--- src/rtl/ahb_pkg.sv ---
// Shared AHB arbiter types: transfer/burst encodings, arbiter FSM states and
// the beat-count load used when a new burst is accepted.
package ahb_pkg;

  localparam int DEFAULT_NUM_MASTERS = 4;

  typedef enum logic [1:0] {
    IDLE   = 2'd0,
    BUSY   = 2'd1,
    NONSEQ = 2'd2,
    SEQ    = 2'd3
  } htrans_t;

  typedef enum logic [2:0] {
    SINGLE = 3'd0,
    INCR   = 3'd1,
    WRAP4  = 3'd2,
    INCR4  = 3'd3,
    WRAP8  = 3'd4,
    INCR8  = 3'd5,
    WRAP16 = 3'd6,
    INCR16 = 3'd7
  } hburst_t;

  typedef enum logic [1:0] {
    ARB_PARK   = 2'd0,
    ARB_ACTIVE = 2'd1,
    ARB_BURST  = 2'd2,
    ARB_LOCKED = 2'd3
  } arb_state_t;

  // Beats still owed after the first beat of a burst; undefined-length INCR
  // behaves like SINGLE so it can be re-arbitrated on every beat.
  function automatic logic [3:0] burst_rem_load(hburst_t b);
    case (b)
      WRAP4,  INCR4:  return 4'd3;
      WRAP8,  INCR8:  return 4'd7;
      WRAP16, INCR16: return 4'd15;
      default:        return 4'd0;
    endcase
  endfunction

endpackage

--- src/rtl/rr_priority_picker.sv ---
// Combinational round-robin search: first asserted req after 'last',
// wrapping around and finishing on 'last' itself.
module rr_priority_picker #(
  parameter int N = 4,
  parameter int W = $clog2(N)
) (
  input  logic [N-1:0] req,
  input  logic [W-1:0] last,
  output logic [W-1:0] next,
  output logic         found
);

  logic [W-1:0] w_idx;

  always_comb begin
    next  = '0;
    found = 1'b0;
    w_idx = '0;
    for (int i = 1; i <= N; i++) begin
      w_idx = W'((int'(last) + i) % N);
      if (!found && req[w_idx]) begin
        found = 1'b1;
        next  = w_idx;
      end
    end
  end

endmodule

--- src/rtl/ahb_arbiter.sv ---
// Registered round-robin AHB arbiter with fixed-burst and locked-transfer hold.
//   state      | meaning
//   ARB_PARK   | next owner is not requesting (parked)
//   ARB_ACTIVE | owner requesting, rem=0, unlocked
//   ARB_BURST  | fixed burst in progress (rem>0)
//   ARB_LOCKED | owner holds Hlock; bus cannot be re-arbitrated
module ahb_arbiter
  import ahb_pkg::*;
#(
  parameter int NUM_MASTERS = DEFAULT_NUM_MASTERS
) (
  input  logic                           Hclk,
  input  logic                           Hresetn,
  input  logic [NUM_MASTERS-1:0]         Hbusreq,
  input  logic [NUM_MASTERS-1:0]         Hlock,
  input  logic [1:0]                     Htrans,
  input  logic [2:0]                     Hburst,
  input  logic                           Hready,
  output logic [NUM_MASTERS-1:0]         Hgrant,
  output logic [$clog2(NUM_MASTERS)-1:0] Hmaster,
  output logic [$clog2(NUM_MASTERS)-1:0] Hmaster_data,
  output logic                           Hmastlock
);

  localparam int MW = $clog2(NUM_MASTERS);

  arb_state_t  r_state;
  arb_state_t  w_state_next;
  logic [MW-1:0] r_master;
  logic [MW-1:0] r_master_data;
  logic [3:0]    r_rem;

  logic [3:0]    w_rem_next;
  logic          w_owner_locked;
  logic          w_arb_allowed;
  logic [MW-1:0] w_pick;
  logic          w_found;
  logic [MW-1:0] w_master_next;

  rr_priority_picker #(
    .N (NUM_MASTERS),
    .W (MW)
  ) u_picker (
    .req   (Hbusreq),
    .last  (r_master),
    .next  (w_pick),
    .found (w_found)
  );

  always_comb begin
    w_rem_next = r_rem;
    if (Hready) begin
      unique case (htrans_t'(Htrans))
        NONSEQ:  w_rem_next = burst_rem_load(hburst_t'(Hburst));
        SEQ:     w_rem_next = (r_rem == 4'd0) ? 4'd0 : r_rem - 4'd1;
        default: w_rem_next = r_rem;
      endcase
    end
  end

  assign w_owner_locked = Hlock[r_master];
  // Arbitration looks at rem after this edge's update, so the edge accepting
  // the last beat of a burst is already a handover point.
  assign w_arb_allowed  = Hready && !w_owner_locked && (w_rem_next == 4'd0);
  assign w_master_next  = !w_arb_allowed ? r_master : (w_found ? w_pick : '0);

  always_comb begin
    w_state_next = r_state;
    if (Hready) begin
      if (w_owner_locked)              w_state_next = ARB_LOCKED;
      else if (w_rem_next != 4'd0)     w_state_next = ARB_BURST;
      else if (Hbusreq[w_master_next]) w_state_next = ARB_ACTIVE;
      else                             w_state_next = ARB_PARK;
    end
  end

  always_ff @(posedge Hclk or negedge Hresetn) begin
    if (!Hresetn) begin
      r_state       <= ARB_PARK;
      r_master      <= '0;
      r_master_data <= '0;
      r_rem         <= 4'd0;
    end else if (Hready) begin
      r_state       <= w_state_next;
      r_master      <= w_master_next;
      r_master_data <= r_master;
      r_rem         <= w_rem_next;
    end
  end

  always_comb begin
    Hgrant           = '0;
    Hgrant[r_master] = 1'b1;
  end

  assign Hmaster      = r_master;
  assign Hmaster_data = r_master_data;
  // LOCKED is entered exactly when the owner's Hlock is seen on a ready edge.
  assign Hmastlock    = (r_state == ARB_LOCKED);

endmodule

--- config.mk ---
export PLATFORM = sky130hd
export DESIGN_NAME = ahb_arbiter
export DESIGN_NICKNAME = d
export VERILOG_FILES = /design/src/rtl/ahb_pkg.sv /design/src/rtl/rr_priority_picker.sv /design/src/rtl/ahb_arbiter.sv
export SDC_FILE = /design/constraint.sdc
export NUM_CORES = 1
export LEC_CHECK = 0
export BUFFER_PORTS_ARGS = -buffer_cell sky130_fd_sc_hd__buf_2
export CORE_MARGIN = 4
export CORE_UTILIZATION = 50
export CTS_CLUSTER_SIZE = 24
export DETAILED_ROUTE_END_ITERATION = 10
export PLACE_DENSITY_LB_ADDON = 0.3
export SETUP_SLACK_MARGIN = 0.15
export SLEW_MARGIN = 20
export SYNTH_ARGS = -nofsm -noshare
export SYNTH_HDL_FRONTEND = slang
export SYNTH_HIERARCHICAL = 1
export SYNTH_SLANG_ARGS = --single-unit
--- constraint.sdc ---
create_clock -name Hclk -period 3.2 [get_ports Hclk]
set_input_delay 0.16 -clock Hclk [delete_from_list [all_inputs] [get_ports Hclk]]
set_output_delay 0.16 -clock Hclk [all_outputs]
set_load 0.005 [all_outputs]
### Word-level counts from Yosys, hierarchy flattened

Index checks and enable logic that the tools add are counted.

| word-level totals | value |
|---|---|
| bits in registers | 10 |
| input port bits | 16 |
| output and inout bits | 9 |
| word-level logic and storage cells | 72 |

| cells by class | value |
|---|---|
| add/sub/neg operators | 5 |
| magnitude comparators | 7 |
| equal/unequal tests | 9 |
| muxes and demuxes | 31 |
| reduce and logical (&&, ||, !) cells | 16 |

Operators by type and width:

| operator | number |
|---|---|
| $lt 2x3->1 const B | 6 |
| $mux 2 | 8 |
| $bmux 1 s2 | 6 |
| $eq 3x3->1 const B | 4 |
| $mux 1 | 12 |
| $pmux 4 s3 | 1 |
| $logic_not 4->1 | 2 |
| $mux 4 | 2 |
| $pmux 4 s2 | 1 |
| $eq 2x2->1 const B | 3 |
| $eq 3x2->1 const B | 2 |
| $logic_and 1x1->1 | 6 |
| $reduce_or 2->1 | 3 |
| $add 2x1->2 const B | 2 |
| $add 2x2->2 const B | 2 |
| $logic_not 1->1 | 4 |
| $reduce_bool 4->1 | 1 |
| $sub 4x1->4 const B | 1 |
| $demux 1 s2 | 1 |
| $ge 2x1->1 const B | 1 |

### Depth between registers and ports, before layout

Gate-level depths: netlist of the first run.

| logic depth | value |
|---|---|
| word-level depth | 20 |
| depth in mapped cells | 10 |
| mapped depth without buffers | 10 |

### Cells and area by module

The synthesis of the first run kept the hierarchy.

Modules (own cells, without submodules):

| module | instances | cells an instance | area each (sq um) | seq. area each (sq um) |
|---|---|---|---|---|
| ahb_arbiter | 1 | 82 | 734.5 | 250.2 |
| rr_priority_picker | 1 | 14 | 91.3 | 0.0 |

### Worst setup path before layout of the first run

Ideal clock, no wire load.

| timing | value |
|---|---|
| kind | reg2reg |
| start point | register r_master[0], in the netlist Hmaster[0] |
| end point | register r_state[0] |
| library setup time | 0.126 ns |
| arrival | 2.156 ns |
| data required time | 3.074 ns |
| slack | 0.918 ns |
| stages on the path, launching flop included | 7 |
| path buffers | 0 |
| period minus slack after synthesis | 2.282 ns |
| cell sequence | dfrtp_1 -> mux4_2 -> nand2b_4 -> nor3_4 -> mux2_4 -> o211a_1 -> o32a_1 |

| on the way | value |
|---|---|
| longest elaborated chain between the ends | 20 |
| elaborated cells between the ends (all ways) | 38 |
| classes of those cells | 4 x add/sub; 25 x mux; 9 x reduce/logical |

Ends and longest elaborated chain:

| what | line | source |
|---|---|---|
| start, declared | ahb_arbiter.sv:29 | `logic [MW-1:0] r_master;` |
| start signal, assigned | ahb_arbiter.sv:85 | `r_master <= w_master_next;` |
| $add 2x1->2 | rr_priority_picker.sv:20 | `w_idx = W'((int'(last) + i) % N);` |
| $bmux 1 s2 | rr_priority_picker.sv:21 | `if (!found && req[w_idx]) begin` |
| $mux 1 (not written as such) | rr_priority_picker.sv:21 |  |
| $mux 1 | rr_priority_picker.sv:21 |  |
| $logic_not 1->1 | rr_priority_picker.sv:21 |  |
| $logic_and 1x1->1 | rr_priority_picker.sv:21 |  |
| $mux 1 | rr_priority_picker.sv:21 |  |
| $logic_not 1->1 | rr_priority_picker.sv:21 |  |
| (+3 left out) | - |  |
| $logic_and 1x1->1 | rr_priority_picker.sv:21 |  |
| $mux 2 or $mux 1 (tied branches) | rr_priority_picker.sv:21 |  |
| $mux 2 (2 in series) | ahb_arbiter.sv:65 | `assign w_master_next = !w_arb_allowed ? r_master : (w_found ? w_pick : '0);` |
| $bmux 1 s2 | ahb_arbiter.sv:72 | `else if (Hbusreq[w_master_next]) w_state_next = ARB_ACTIVE;` |
| $mux 1 (not written as such) | ahb_arbiter.sv:72 |  |
| $mux 1 | ahb_arbiter.sv:72 |  |
| $mux 2 | ahb_arbiter.sv:71 | `else if (w_rem_next != 4'd0) w_state_next = ARB_BURST;` |
| $mux 2 (*) | ahb_arbiter.sv:70 | `if (w_owner_locked) w_state_next = ARB_LOCKED;` |
| end signal, assigned | ahb_arbiter.sv:84 | `r_state <= w_state_next;` |
| end, declared | ahb_arbiter.sv:27 | `arb_state_t r_state;` |

Mark *: on every way between the ends. The rest lies on a longest branch, timed or not. The select of a mux whose other input is x is not followed.
A chain may end at the register's enable or synchronous reset.

### Final worst setup path of the first run

Ends and elaborated chain as after synthesis.

==> impl_metrics.py, run 1 <==
metrics = {
    "clocking": {
        "cts_root_buf": "clkbuf_4",
        "cts_tree": "built",
        "clk_path_buf_depth": 2,
        "ctsResizeCount": 0,
        "h-tree-depth": 1,
        "clkTransAtPathRegs_ns": 0.08,
        "postCtsSetupBuffers": 0,
        "clk-insertion-delay-late_ns": 0.28,
        "cts_buffers": 3,
        "cts.sinks": 10,
        "cts_hold_buf": 1,
    },
    "yosys": {
        "ys.warnings.count": 6,
        "synth.top_cell.area_share_pct": 30.3,
        "ys_ff_latch": 10,
        "synth_compound_area_share_pct": 25.3,
        "synth_edf_count": 0,
        "netlist_top_cells_area": "dfrtp_1 30%, nand2_1 5.9%, a21oi_1 4.8%",
        "yosysMostFrequentCell": "nand2_1",
        "synth_cell_types": 37,
        "ys_seq_area_share_pct": 30.3,
        "synth_ff_type": "dfrtp_1",
        "syn_nets": 114,
        "synthCells": 96,
        "syn-cell-area_um2": 826,
        "yosys.area_share.simple_pct": 27.1,
        "synth_mux_area_share_pct": 9.70,
        "synth_xor_area_share_pct": 0,
        "synthArstFlopShare_pct": 100,
        "synth.largest_area_cell": "dfrtp_1",
        "netlist_top_cells_count": "13 x nand2_1, 10 x dfrtp_1, 10 x nor2_1, 8 x a21oi_1, 7 x inv_1",
        "synth_top_family_by_area": "simple AND/OR/NAND/NOR gates",
        "synthAdderAreaFrac_pct": 3.03,
        "avgSynthCellArea_um2": 8.60,
    },
    "run": {
        "maxCapViolCount": 0,
    },
    "floorplan": {
        "num_io_pins": 25,
        "die_w_um": 48.6,
        "design.die.area_mm2": 0.00237,
        "chipHeight_um": 48.6,
        "core_mm2": 0.00154,
        "row_count": 14,
        "initial_core_util_pct": 53.6,
    },
    "worst_setup_path": {
        "arrival_ns": 2.60,
        "setup.worst_path.class": "flop to flop",
        "endpoint_kind": "flop",
        "worstPathRequired_ns": 3.35,
        "critPathMaxFanout": 11,
        "cp-start-kind": "flop",
    },
    "sta": {
        "tns_ns": 0,
        "finalMaxSlewViolations": 0,
        "hold_viol": 0,
        "rsz0062_at_grt": "false",
        "fmax_mhz": 407,
        "tightest_slew_ns": 0.385,
        "finClkSkew_ns": 0.0108,
        "period_needed_ns": 2.45,
        "setup-violations-final": 0,
        "fin_crit_sh_pct": 76.7,
        "slew_headroom_pct": 74.4,
    },
    "routing": {
        "num_vias": 798,
        "antenna_left": 0,
        "routedWlPerCell_um": 13.4,
        "vias_per_cell": 5.66,
        "drt_wl_total_mm": 1.89,
        "drtIter0Drc": 19,
        "post-route-drc-count": 0,
        "drtPass1Iterations": 4,
    },
    "pwr": {
        "p_per_area_mw_per_mm2": 656,
        "seqPwrFrac_pct": 32.2,
        "swShare_pct": 39.1,
        "clockPowerShare_pct": 17.9,
        "finalPower_uw": 666,
        "combPwrFrac_pct": 49.9,
        "leakage_nw": 0.501,
        "p_sw_uw": 261,
        "peakVddDrop_mv": 0.469,
        "p_int_uw": 406,
    },
    "worst_hold_path": {
        "hp-class": "primary input to flop",
    },
    "layout": {
        "nNetsFinal": 144,
        "num_antenna_cells": 0,
        "drive_above_1_share_pct": 34.4,
        "fin_area_mm2": 0.00101,
        "fill_cells": 134,
        "syn_to_final_growth_pct": 22.9,
    },
    "grt": {
        "grt_overflow": 0,
        "grt_pass1_wl_mm": 3.17,
        "antenna_found_initial": 0,
        "grt_pass1_vias": 760,
        "gr-usage-all-layers_pct": 16.2,
        "grt_max_degree": 12,
    },
    "placement": {
        "dp_hpwl_mm": 1.45,
        "place_area_um2": 968,
        "port_buffers": 23,
        "place_congestion": 0.844,
    },
    "outcome": {
        "status": "finished, final reports clean",
    },
}
==> path summary, 6_finish.rpt <==
| path | startpoint | end | slack (ns) | cells past startpoint |
|---|---|---|---|---|
| max | Hmaster[0] | r_state[0] | 0.75 | 6 |
| min | Hburst[1] | r_rem[3] | 0.25 | 4 |
| max reg2reg | Hmaster[0] | r_state[0] | 0.75 | 6 |
| min reg2reg | r_state[1] | r_state[1] | 0.51 | 2 |
| max in group asynchronous | Hresetn | r_state[0] | 2.73 | 2 |
| min in group asynchronous | Hresetn | Hmaster[0] | 0.27 | 2 |
==> power groups by stage <==
stage / clock network (mW) / logic (mW) / registers (mW)
2_1_floorplan: 0 / 0.205 / 0.219
3_3_place_gp: 0 / 0.322 / 0.212
3_5_place_dp: 0 / 0.331 / 0.216
4_1_cts: 0.120 / 0.335 / 0.215
5_1_grt: 0.127 / 0.367 / 0.222
6_report: 0.119 / 0.332 / 0.215
==> final cells by class <==
cell class / count / area (µm²) / share of cell area, %
tap: 16 / 20.0 / 1.97
timing repair buffer: 26 / 140 / 13.8
multi-input combinational: 77 / 538 / 53.0
inverter: 8 / 30.0 / 2.96
clock buffer: 4 / 36.3 / 3.58
sequential: 10 / 250 / 24.7
==> metrics by stage <==
stage	instances	utilization, %	hold WS, ns	setup slack (ns)
after global placement	136	62.8	0.0312	0.796
after detailed placement	136	62.8	0.0324	0.771
final	141	65.8	0.247	0.746
after floorplan	96	-	-0.136	0.918
after CTS	141	65.8	0.250	0.740
after global routing	141	65.8	0.273	0.639
==> flip-flops by register name, summed over array words and instances, names as in the netlist <==
signal,count
Hmaster,2
Hmaster_data,2
r_rem,4
r_state,2
==> per-layer routing <==
metal / GRT usage (%) / wire [µm] / part of all wire, % / up-vias
met2: 27.2 / 885 / 47 / 37
met3: 5.83 / 128 / 6.8 / 2
met4: 2.69 / 9 / 0.48 / 0
li1: - / - / - / 403
met5: 0 / 0 / 0 / -
met1: 20.2 / 869 / 46 / 356
==> cell families after synthesis <==
group / Yosys count
AND/OR/NAND/NOR: 41
AO/OA/AOI/OAI: 28
flip-flops: 10
buffers and inverters: 9
multiplexers: 6
adder cells (fa/ha/maj): 2
==> critical path: stages, from the launching register on <==
cell	delay [ns]
dfrtp_1	0.58
mux4_2	0.54
nand2b_4	0.17
nor3_4	0.30
mux2_4	0.34
o211a_1	0.11
o32a_1	0.29
==> cells in the final DEF (no fill, tap or decap), drive strengths merged, types with 4 or more instances in the layout <==
cell / count
a21oi: 9
buf: 25
clkbuf: 4
dfrtp: 10
inv: 8
nand2: 13
nand2b: 5
nor2: 10
o21ai: 4
(Power assumes the default switching activity.)
==> inputs of run 2 (changes only) <==
--- a/config.mk
+++ b/config.mk
@@ -7,7 +7,7 @@
 export LEC_CHECK = 0
 export BUFFER_PORTS_ARGS = -buffer_cell sky130_fd_sc_hd__buf_2
 export CORE_MARGIN = 4
-export CORE_UTILIZATION = 50
+export CORE_UTILIZATION = 45
 export CTS_CLUSTER_SIZE = 24
 export DETAILED_ROUTE_END_ITERATION = 10
 export PLACE_DENSITY_LB_ADDON = 0.3
==> constraint.sdc (replaced) <==
create_clock -name Hclk -period 2.05 [get_ports Hclk]
set_input_delay 0.1025 -clock Hclk [delete_from_list [all_inputs] [get_ports Hclk]]
set_output_delay 0.1025 -clock Hclk [all_outputs]
set_load 0.005 [all_outputs]
==> run 2 against run 1 <==
  * The run now ends with negative setup slack left
  * Critical path depth grew 3
  * Die area grew 9.2%
  * Clock skew shrank 0.0093 ns
  * Maximum frequency grew 14%
  * First-iteration DRC count shrank 16%
  * Largest power group unchanged
==> impl_metrics.py, run 2 (same netlist as run 1, synthesis figures left out) <==
metrics = {
    "layout": {
        "regArea_um2": 251,
        "num_antenna_cells": 0,
        "post-route-util_pct": 66.4,
        "final_cell_mix": "23 x buf_2, 13 x nand2_1, 10 x nor2_1, 10 x buf_4, 9 x dfrtp_1",
        "largest_register_ffs": 4,
        "fill_cells": 155,
        "drive_above_1_share_pct": 44.0,
        "syn_to_final_growth_pct": 38.9,
        "multiInputGateArea_um2": 587,
        "final_common_cell": "buf_2",
        "nNetsFinal": 153,
        "regMostFlops": "r_rem",
    },
    "clocking": {
        "clk_path_buf_depth": 2,
        "cts_tree": "built",
        "cts.sinks": 10,
        "h-tree-depth": 1,
        "cts_root_buf": "clkbuf_4",
        "clkTransAtPathRegs_ns": 0.06,
        "clk-insertion-delay-late_ns": 0.26,
        "cts_buffers": 3,
    },
    "floorplan": {
        "core_mm2": 0.00173,
        "row_count": 15,
        "design.die.area_mm2": 0.00258,
        "die_w_um": 50.8,
        "chipHeight_um": 50.8,
        "initial_core_util_pct": 47.8,
        "num_io_pins": 25,
    },
    "run": {
        "maxCapViolCount": 0,
    },
    "grt": {
        "grt_max_degree": 12,
        "gr-usage-all-layers_pct": 16.5,
        "grt_overflow": 0,
        "antenna_found_initial": 0,
        "grt_pass1_wl_mm": 3.31,
        "grt_pass1_vias": 793,
    },
    "routing": {
        "antenna_left": 0,
        "num_vias": 842,
        "post-route-drc-count": 0,
        "drt_wl_total_mm": 2.04,
        "drtPass1Iterations": 4,
        "drtIter0Drc": 16,
        "routedWlPerCell_um": 12.8,
        "vias_per_cell": 5.30,
    },
    "pwr": {
        "peakVddDrop_mv": 0.796,
        "p_per_area_mw_per_mm2": 993,
        "clockPowerShare_pct": 15.1,
        "p_sw_uw": 433,
        "combPwrFrac_pct": 57.9,
        "swShare_pct": 38.0,
        "leakage_nw": 0.546,
        "seqPwrFrac_pct": 27.1,
        "finalPower_mw": 1.14,
        "p_int_uw": 706,
    },
    "sta": {
        "holdWs_ns": 0.212,
        "period_needed_ns": 2.16,
        "fmax_mhz": 463,
        "fin_crit_sh_pct": 105,
        "rsz0062_at_grt": "true",
        "tightest_slew_ns": 0.459,
        "finalMaxSlewViolations": 0,
        "setup_slack_ns": -0.108,
        "finClkSkew_ns": 0.00146,
        "slew_headroom_pct": 69.0,
        "setup-violations-final": 1,
        "hold_viol": 0,
    },
    "worst_setup_path": {
        "critPathMaxFanout": 4,
        "setup.worst_path.class": "flop to flop",
        "arrival_ns": 2.30,
        "cp-start-kind": "flop",
        "worstPathRequired_ns": 2.19,
        "endpoint_kind": "flop",
    },
    "outcome": {
        "violations": "negative setup slack",
        "status": "finished, violations left",
    },
    "worst_hold_path": {
        "hp-class": "primary input to asynchronous set/reset pin",
    },
    "placement": {
        "port_buffers": 23,
        "pre_cts_ws_ns": -0.140,
        "place_congestion": 0.869,
        "dp_hpwl_mm": 1.59,
    },
}
==> run 2: through the flow <==
step	setup TNS [ns]	cells	instance area, µm²
2_1_floorplan	-0.0841	96	836
3_3_place_gp	-0.0982	153	1050
3_5_place_dp	-0.140	153	1050
4_1_cts	-0.0812	158	1110
5_1_grt	-0.176	159	1150
6_report	-0.108	159	1150
==> run 2: what timing repair did <==
item                                   in CTS  in global routing
pin swaps                                   1                  1
buffers inserted                            0                  1
setup endpoints to repair                   1                  2
gates resized for setup                     2                  8
endpoints found under the hold margin      10                  0
hold buffers                                1                  0
==> run 2: worst max-delay path: stages, from the launching register on <==
cell and delay (ns):
dfrtp_1 0.41, inv_2 0.08, ha_1 0.22, nand2b_1 0.11, a31o_2 0.18, o22ai_4 0.09, nor3_4 0.23, mux2_4 0.33
o211a_1 0.11, o32a_1 0.29
==> run 2: path summary, 6_finish.rpt <==
path	startpoint	to	slack (ns)	cells after the start
min reg2reg	r_state[1]	r_state[1]	0.49	2
min in group Hclk	Hburst[1]	r_rem[3]	0.23	4
min	Hresetn	r_rem[3]	0.21	2
max	r_rem[0]	r_state[0]	-0.11	9
max reg2reg	r_rem[0]	r_state[0]	-0.11	9
max in group asynchronous	Hresetn	Hmaster[0]	1.64	2
==> run 2: per-layer routing <==
metal | vias to the layer above | GRT usage, % | wire, µm | part of all wire [%]
li1 | 423 | - | - | -
met1 | 396 | 19.7 | 899 | 44
met2 | 21 | 29.8 | 1050 | 51
met3 | 2 | 2.04 | 79 | 3.9
met4 | 0 | 6.73 | 17 | 0.83
met5 | - | 0 | 0 | 0
==> run 2: power groups by stage <==
stage / Clock [mW] / Combinational, mW / Sequential (mW)
after floorplan: 0 / 0.324 / 0.347
after global placement: 0 / 0.596 / 0.304
after detailed placement: 0 / 0.616 / 0.308
after CTS: 0.180 / 0.630 / 0.305
after global routing: 0.192 / 0.723 / 0.319
final: 0.172 / 0.659 / 0.308
==> run 2: cell type report <==
type / count / area share, %
inverter: 8 / 2.62
tap: 25 / 2.73
timing repair buffer: 35 / 18.4
multi-input combinational: 77 / 51.1
clock buffer: 4 / 3.16
sequential: 10 / 21.9
